--- src/rtl/store_byte_writer.sv ---
// Store byte writer: turns sb/sh/sw requests into byte enables and lane-replicated write data,
// then issues them in order from a small store buffer. Optional macro: STORE_MISALIGN_TRAP_EN.
module store_byte_writer #(
  parameter  int unsigned DEPTH       = 2,
  parameter  int unsigned ADDR_WIDTH  = 32,
  localparam int unsigned DATA_WIDTH  = 32,
  localparam int unsigned FUNC3_WIDTH = 3
) (
  input  logic                   clk,
  input  logic                   rst_n,
  input  logic                   st_valid,
  output logic                   st_ready,
  input  logic [ADDR_WIDTH-1:0]  st_addr,
  input  logic [DATA_WIDTH-1:0]  st_data,
  input  logic [FUNC3_WIDTH-1:0] st_func3,
  output logic                   mem_req,
  output logic [ADDR_WIDTH-1:0]  mem_addr,
  output logic [DATA_WIDTH-1:0]  mem_wdata,
  output logic [3:0]             mem_we,
  input  logic                   mem_ack,
  output logic                   busy,
  output logic                   illegal,
  output logic                   misalign,
  output logic [ADDR_WIDTH-1:0]  fault_addr
);

  localparam int unsigned PTR_W = $clog2(DEPTH);
  localparam int unsigned CNT_W = PTR_W + 1;

  typedef struct packed {
    logic [ADDR_WIDTH-1:0] addr;
    logic [DATA_WIDTH-1:0] wdata;
    logic [3:0]            we;
  } entry_t;

  typedef enum logic {
    S_IDLE = 1'b0,
    S_REQ  = 1'b1
  } state_t;

  state_t            state, state_next;
  entry_t            fifo_q [DEPTH];
  logic [PTR_W-1:0]  wr_ptr, rd_ptr, rd_ptr_next;
  logic [CNT_W-1:0]  count, count_next;

  entry_t            enc, head_next;
  logic [1:0]        off;
  logic              func_ok, mis;
  logic              acc, enq, pop;

  logic              mem_req_d, load_head, ready_d, busy_d, illegal_d;
  logic [ADDR_WIDTH-1:0] fault_d;
`ifdef STORE_MISALIGN_TRAP_EN
  logic              misalign_d;
`endif

  // Request encoding: byte enables, lane replication and word-aligned address
  always_comb begin
    off       = st_addr[1:0];
    func_ok   = 1'b1;
    mis       = 1'b0;
    enc.addr  = {st_addr[ADDR_WIDTH-1:2], 2'b00};
    enc.wdata = st_data;
    enc.we    = 4'b1111;
    case (st_func3)
      3'b000: begin
        enc.we    = 4'b0001 << off;
        enc.wdata = {4{st_data[7:0]}};
      end
      3'b001: begin
        enc.we    = 4'b0011 << {off[1], 1'b0};
        enc.wdata = {2{st_data[15:0]}};
`ifdef STORE_MISALIGN_TRAP_EN
        mis       = off[0];
`endif
      end
      3'b010: begin
`ifdef STORE_MISALIGN_TRAP_EN
        mis       = (off != 2'b00);
`endif
      end
      default: func_ok = 1'b0;
    endcase
  end

  // Buffer bookkeeping; head_next bypasses the array when the new entry lands at the head
  always_comb begin
    acc         = st_valid & st_ready;
    enq         = acc & func_ok & ~mis;
    pop         = (state == S_REQ) & mem_ack;
    count_next  = count - CNT_W'(pop) + CNT_W'(enq);
    rd_ptr_next = pop ? rd_ptr + PTR_W'(1) : rd_ptr;
    head_next   = (enq && (wr_ptr == rd_ptr_next)) ? enc : fifo_q[rd_ptr_next];
  end

  // Next-state logic
  always_comb begin
    state_next = state;
    case (state)
      S_IDLE:  if (count != '0) state_next = S_REQ;
      S_REQ:   if (pop && (count_next == '0)) state_next = S_IDLE;
      default: state_next = S_IDLE;
    endcase
  end

  // Output next values; st_ready depends only on the registered count
  always_comb begin
    mem_req_d  = (state_next == S_REQ);
    load_head  = mem_req_d;
    ready_d    = (count_next < CNT_W'(DEPTH));
    busy_d     = (count_next != '0) | mem_req_d;
    illegal_d  = acc & ~func_ok;
`ifdef STORE_MISALIGN_TRAP_EN
    misalign_d = acc & mis;
    fault_d    = (illegal_d | misalign_d) ? st_addr : fault_addr;
`else
    fault_d    = illegal_d ? st_addr : fault_addr;
`endif
  end

  // State and registered outputs
  always_ff @(posedge clk or negedge rst_n) begin
    if (!rst_n) begin
      state      <= S_IDLE;
      count      <= '0;
      wr_ptr     <= '0;
      rd_ptr     <= '0;
      st_ready   <= 1'b1;
      mem_req    <= 1'b0;
      mem_addr   <= '0;
      mem_wdata  <= '0;
      mem_we     <= '0;
      busy       <= 1'b0;
      illegal    <= 1'b0;
      fault_addr <= '0;
    end else begin
      state      <= state_next;
      count      <= count_next;
      rd_ptr     <= rd_ptr_next;
      if (enq) wr_ptr <= wr_ptr + PTR_W'(1);
      st_ready   <= ready_d;
      mem_req    <= mem_req_d;
      busy       <= busy_d;
      illegal    <= illegal_d;
      fault_addr <= fault_d;
      if (load_head) begin
        mem_addr  <= head_next.addr;
        mem_wdata <= head_next.wdata;
        mem_we    <= head_next.we;
      end
    end
  end

`ifdef STORE_MISALIGN_TRAP_EN
  always_ff @(posedge clk or negedge rst_n) begin
    if (!rst_n) misalign <= 1'b0;
    else        misalign <= misalign_d;
  end
`else
  assign misalign = 1'b0;
`endif

  // Store buffer storage
  always_ff @(posedge clk or negedge rst_n) begin
    if (!rst_n) begin
      for (int unsigned i = 0; i < DEPTH; i++) fifo_q[i] <= '0;
    end else if (enq) begin
      fifo_q[wr_ptr] <= enc;
    end
  end

endmodule

--- config.mk ---
export PLATFORM = sky130hd
export DESIGN_NAME = store_byte_writer
export DESIGN_NICKNAME = d
export VERILOG_FILES = /design/src/rtl/store_byte_writer.sv
export SDC_FILE = /design/constraint.sdc
export NUM_CORES = 1
export LEC_CHECK = 0
export BUFFER_PORTS_ARGS = -buffer_cell sky130_fd_sc_hd__buf_2
export CAP_MARGIN = 0
export CORE_MARGIN = 2
export CORE_UTILIZATION = 54
export CTS_CLUSTER_DIAMETER = 80
export DETAILED_ROUTE_END_ITERATION = 16
export PLACE_DENSITY = 0.73
export SETUP_SLACK_MARGIN = 0.2
export SYNTH_ARGS = -nofsm -noshare
export SYNTH_HDL_FRONTEND = slang
export SYNTH_SLANG_ARGS = --single-unit
--- constraint.sdc ---
create_clock -name clk -period 3.4 [get_ports clk]
set_input_delay 0.17 -clock clk [delete_from_list [all_inputs] [get_ports clk]]
set_output_delay 0.17 -clock clk [all_outputs]
set_load 0.01 [all_outputs]
; ---- Word-level counts from Yosys, hierarchy flattened
; Cells that the tools add are included.
[word_totals]
output_inout_bits = 105
mem_bits_ro = 0
reg_bits = 244
memories = 0
elab_cells = 60
in_bits = 71
latch_bits = 0
ram_bits = 0
[op_classes]
muxes = 13
mul = 0
magnitude_cmp = 4
n_addsub = 4
div = 0
n_reduce_logical = 8
shift = 2
n_eq_ne = 3
bitwise = 9
[ops]
columns = operator, n
row1 = $mux W68, 5
row2 = $bwmux W136, 1
row3 = $pmux W36 S2, 1
row4 = $demux W68 S1, 1
row5 = $and A1 B1 Y1, 4
row6 = $ge A2 B2 Y1 const B, 2
row7 = $mux W1, 4
row8 = $not A1 Y2, 2
row9 = $reduce_bool A2 Y1, 2
row10 = $shl A1 B2 Y4 const A, 1
row11 = $shl A2 B2 Y4 const A, 1
row12 = $eq A3 B1 Y1 const B, 1
row13 = $eq A3 B2 Y1 const B, 1
row14 = $logic_and A1 B1 Y1, 3
row15 = $logic_not A3 Y1, 1
row16 = $reduce_or A3 Y1, 1
row17 = $add A1 B1 Y1 const B, 2
row18 = $add A2 B1 Y2, 1
row19 = $logic_not A2 Y1, 1
row20 = $lt A2 B1 Y1 const B, 1
row21 = $lt A2 B2 Y1 const B, 1
row22 = $not A1 Y1, 2
row23 = $pmux W1 S2, 1
row24 = $sub A2 B1 Y2, 1
row25 = 2 further kinds, 2

; ---- Logic depth before layout (Yosys ltp)
[depth]
ltp_word = 10
ltp_mapped = 16
ltp_nobuf = 12

; ---- Worst setup path before layout
; Ideal clock, no wire load.
[synth_path]
path_kind = reg-to-reg
start = reg st_ready
end = reg mem_wdata[31]
t_arrival_ns = 2.784
path_slack_ns = 0.490
path_stages_with_launch = 15
required_time_ns = 3.274
setup_time_ns = 0.126
synth_period_minus_slack_ns = 2.910
n_path_buf = 4
cell_sequence = dfstp_2 > nand2_1 > nor2_2 > inv_2 > buf_4 > buf_2 > ha_1 > inv_1 > ha_1 > xor3_2 > nor2_4 > a21o_4 > buf_12 > buf_6 > a221o_1
[synth_via]
elab_chain_cells = 7
word_cells_on_any_way = 9
classes_between = add/sub: 1 / mux: 3 / bitwise: 2 / reduce/logical: 3
[synth_lines]
columns = element, line_no
row1 = "start, declared", 12  ; output logic st_ready,
row2 = "start signal, assigned", 141  ; st_ready <= ready_d;
row3 = $and A1 B1 Y1, 88  ; acc = st_valid & st_ready;
row4 = $and A1 B1 Y1, 89  ; enq = acc & func_ok & ~mis;
row5 = $add A2 B1 Y2, 91  ; count_next = count - CNT_W'(pop) + CNT_W'(enq);
row6 = net count_next[1], 44  ; logic [CNT_W-1:0] count, count_next;
row7 = $logic_not A2 Y1, 101  ; S_REQ: if (pop && (count_next == '0)) state_next = S_IDLE;
row8 = $logic_and A1 B1 Y1, 101
row9 = $mux W1, 101
row10 = $pmux W1 S2, 99  ; case (state)
row11 = "end signal, assigned", 148  ; mem_wdata <= head_next.wdata;
row12 = "end, declared", 18  ; output logic [DATA_WIDTH-1:0] mem_wdata,
; The timed path passes the listed nets, and every way through them passes these cells.
; A chain may end at the register's enable or synchronous reset.

; ---- Worst setup path in the final report
[layout_path]
start = reg st_ready
end = reg mem_wdata[23]
; Same word-level chain as after synthesis.

==> flow_summary.json <==
{
  "layoutNonFillerInstCount": 1803,
  "grt_usage": 0.295,
  "antenna_found_initial": 0,
  "crit_top_cell": "ha_1",
  "final_layout_size_suffix_gt1_frac": 0.213,
  "die-area_mm2": 0.0237,
  "die_h_um": 154,
  "final.setup.worst_slack_ns": 0.395,
  "syn_inst": 1341,
  "clk-insertion-delay-late_ns": 0.53,
  "fmax_mhz": 333,
  "layout_commonest_cell": "nand2_1",
  "cts_tree": "done",
  "r2r_end": "mem_wdata[23]$_DFFE_PN0P_",
  "grt_first_pass_wirelength_um": 56600,
  "critPathKind": "reg2reg",
  "finalCritPeriodShare": 0.884,
  "final_area_mm2": 0.0143,
  "viasPerCell": 5.94,
  "cp_cell_sequence": "nand2_1 -> nor2_2 -> clkinv_2 -> ha_1 -> inv_1 -> ha_1 -> xor3_2 -> nor2_4 -> a21o_4 -> buf_12 -> a31oi_1 -> a32o_1",
  "hold_path.class": "in2reg",
  "whs_path_depth": 3,
  "powerDensity_mw_per_mm2": 964,
  "cts_buffer_depth": 3,
  "r2r-start": "st_ready$_DFF_PN1_",
  "ys_ff_latch": 238,
  "drc": 0,
  "grt-ovfl-total": 0,
  "end_kind": "register",
  "ios": 176,
  "wire_per_inst_um": 19.3,
  "outcome": "finished clean",
  "synth_top_cell_area_share": 0.489,
  "start_util": 0.552,
  "routed_wl_um": 34800,
  "hold_viol_final": 0,
  "final_core_util": 0.653,
  "drt-initial-drc-count": 1043,
  "holdPathEnd": "fifo_q[89]$_DFFE_PN0P_",
  "area_delta_synth_final_pct": 18.4,
  "clockRootBuffer": "clkbuf_16",
  "num_antenna_cells": 0,
  "ys.flop_type": "dfrtp_1",
  "p_leak_nw": 6.87,
  "synth_area_mm2": 0.0121,
  "via_count": 10700,
  "worstPathArrival_ns": 3.41,
  "final_cell_mix": "nand2_1 (342), dfrtp_1 (236), o21ai_0 (174), buf_2 (171), nor2_1 (134)",
  "rsz0062_at_grt": "false",
  "slew_viol_final": 0,
  "grt_pass1_vias": 10800,
  "fin_nets": 1576,
  "dp_slack_ns": 0.352,
  "synth_edf_count": 0,
  "cp_max_fo": 50,
  "globalplace.congestion": 0.777,
  "hp-start": "st_data[17]",
  "dp.cells": 1709,
  "cts_buffers": 27,
  "setup_viol": 0,
  "core_mm2": 0.0220,
  "yosysSeqAreaShare": 0.492,
  "post-route-min-period_ns": 3.01,
  "tightest_slew_ns": 1.09,
  "cts.clk_slew.worst_paths_ns": 0.06,
  "antenna_left": 0,
  "htreeDepth": 1,
  "grt_max_degree": 112,
  "die_w_um": 154,
  "synthTopCellsByArea": "dfrtp_1 (49%), nand2_1 (11%), o21ai_0 (7.2%), nor2_1 (4.2%), mux2_2 (4.1%)",
  "critPathRequiredTime_ns": 3.80,
  "dp_hpwl_um": 20200,
  "yosysTopAreaCell": "dfrtp_1",
  "synth_cell_types": 54,
  "first_pass_iters": 6,
  "start_kind": "register",
  "io_buffers": 172,
  "async_flop_share": 1.00,
  "cap_violations": 0,
  "worst_path_max_delay_cell": "dfstp_2",
  "syn_avg_cell_area_um2": 9.04,
  "cp_top_family": "compound AO/OA/AOI/OAI gates",
  "relSlewSlack": 0.271,
  "crit_buf_inv": 3,
  "placed_cell_area_mm2": 0.0131,
  "synth_warnings": 0,
  "r2r_cells": 12,
  "finalSetupTns_ns": 0,
  "clock-skew-final_ns": 0.0136,
  "peakVddDrop_uv": 545,
  "cts_sinks": 238,
  "reg2reg_slack_ns": 0.39,
  "rows": 54,
  "cpPeakStageDelay_ns": 0.53
}
Yosys cell counts (2+ instances only):
| master | instances |
|---|---|
| o21a_1 | 2 |
| buf_6 | 9 |
| o2bb2ai_1 | 19 |
| a32o_1 | 8 |
| nor3_4 | 2 |
| inv_2 | 2 |
| o21ai_0 | 174 |
| buf_2 | 50 |
| a211oi_2 | 13 |
| a21boi_1 | 3 |
| o2111a_1 | 15 |
| a21oi_1 | 8 |
| ha_1 | 2 |
| o32a_1 | 8 |
| nand2_1 | 343 |
| and2_1 | 21 |
| nor3_1 | 45 |
| nor2_1 | 136 |
| inv_1 | 4 |
| a31oi_1 | 27 |
| mux2i_1 | 24 |
| buf_1 | 4 |
| mux2_2 | 44 |
| nor2_2 | 3 |
| nor2_4 | 2 |
| o21ai_1 | 2 |
| clkbuf_1 | 40 |
| dfrtp_1 | 237 |
| o22ai_1 | 8 |
| and2_0 | 18 |
| a211oi_1 | 2 |
| buf_4 | 8 |
| a41o_1 | 37 |
how the worst max path moves through the flow:
stage / from / to / slack, ns / cells after the start
after floorplan: st_ready$_DFF_PN1_ / mem_wdata[31]$_DFFE_PN0P_ / 0.49 / 14
after global placement: st_ready$_DFF_PN1_ / mem_wdata[23]$_DFFE_PN0P_ / 0.43 / 12
after detailed placement: st_ready$_DFF_PN1_ / mem_wdata[23]$_DFFE_PN0P_ / 0.35 / 12
after CTS: st_ready$_DFF_PN1_ / mem_we[2]$_DFFE_PN0P_ / 0.32 / 13
after global routing: st_ready$_DFF_PN1_ / mem_wdata[23]$_DFFE_PN0P_ / 0.25 / 12
final: st_ready$_DFF_PN1_ / mem_wdata[23]$_DFFE_PN0P_ / 0.39 / 12
worst reg2reg max path, delay by kind of cell, from the launching register on:
| family | cells | cell delay [ns] |
|---|---|---|
| DFF | 1 | 0.53 |
| AOI/OAI and AO/OA | 3 | 0.62 |
| adders and majority gates | 2 | 0.44 |
| and+or+nand+nor | 3 | 0.53 |
| buffers and inverters | 3 | 0.46 |
| xor gates and xnor gates | 1 | 0.29 |
flip-flops by register name (all words and copies together) (netlist names):
name        flops
st_ready        1
mem_addr       30
fifo_q        132
fault_addr     32
busy            1
illegal         1
mem_we          4
state           1
rd_ptr          1
count           2
wr_ptr          1
mem_wdata      32
cells by family (layout without fill, tap and decap cells):
| family | after synthesis | count (layout) | synth area share |
|---|---|---|---|
| adders and majority gates | 2 | 2 | 0.00206 |
| buffers and inverters | 119 | 299 | 0.0518 |
| AOI/OAI and AO/OA | 335 | 335 | 0.192 |
| xor gates and xnor gates | 2 | 2 | 0.00279 |
| DFF | 238 | 238 | 0.492 |
| other | 1 | 3 | 0.000309 |
| muxes | 68 | 68 | 0.0607 |
| and+or+nand+nor | 576 | 576 | 0.199 |
layer usage:
| metal | global-route usage | wire length, um | vias to the layer above |
|---|---|---|---|
| met2 | 0.479 | 16300 | 497 |
| met5 | 0 | 0 | - |
| met3 | 0.0423 | 2700 | 76 |
| li1 | - | - | 4963 |
| met4 | 0.108 | 1030 | 0 |
| met1 | 0.406 | 14800 | 5175 |
layout make-up:
cell class	count	area [um^2]
Fill cell	1767	7610
Multi-Input combinational cell	986	5580
Timing Repair Buffer	243	1570
Tap cell	280	350
Clock inverter	10	77.6
Inverter	7	36.3
Sequential cell	238	5960
Clock buffer	39	771
power breakdown:
part / total, W / switching (W) / internal, W
Combinational: 0.00602 / 0.00348 / 0.00254
Clock: 0.00282 / 0.00117 / 0.00164
Sequential: 0.00499 / 0.000789 / 0.00420
Total: 0.0138 / 0.00545 / 0.00838
repair_timing:
item | 4_1_cts | 5_1_grt
setup endpoints to repair | 0 | 34
buffers inserted | 0 | 3
endpoints found under the hold margin | 198 | 0
resized for setup | 0 | 1
hold buffers | 42 | 0
stage by stage:
stage | hold slack, ns | total power, W
after floorplan | -0.126 | 0.00915
after global placement | 0.261 | 0.0107
after detailed placement | 0.246 | 0.0109
after CTS | 0.00427 | 0.0138
after global routing | 0.0443 | 0.0148
final | 0.00953 | 0.0138
Note: power is estimated with default switching activity, not from simulation.
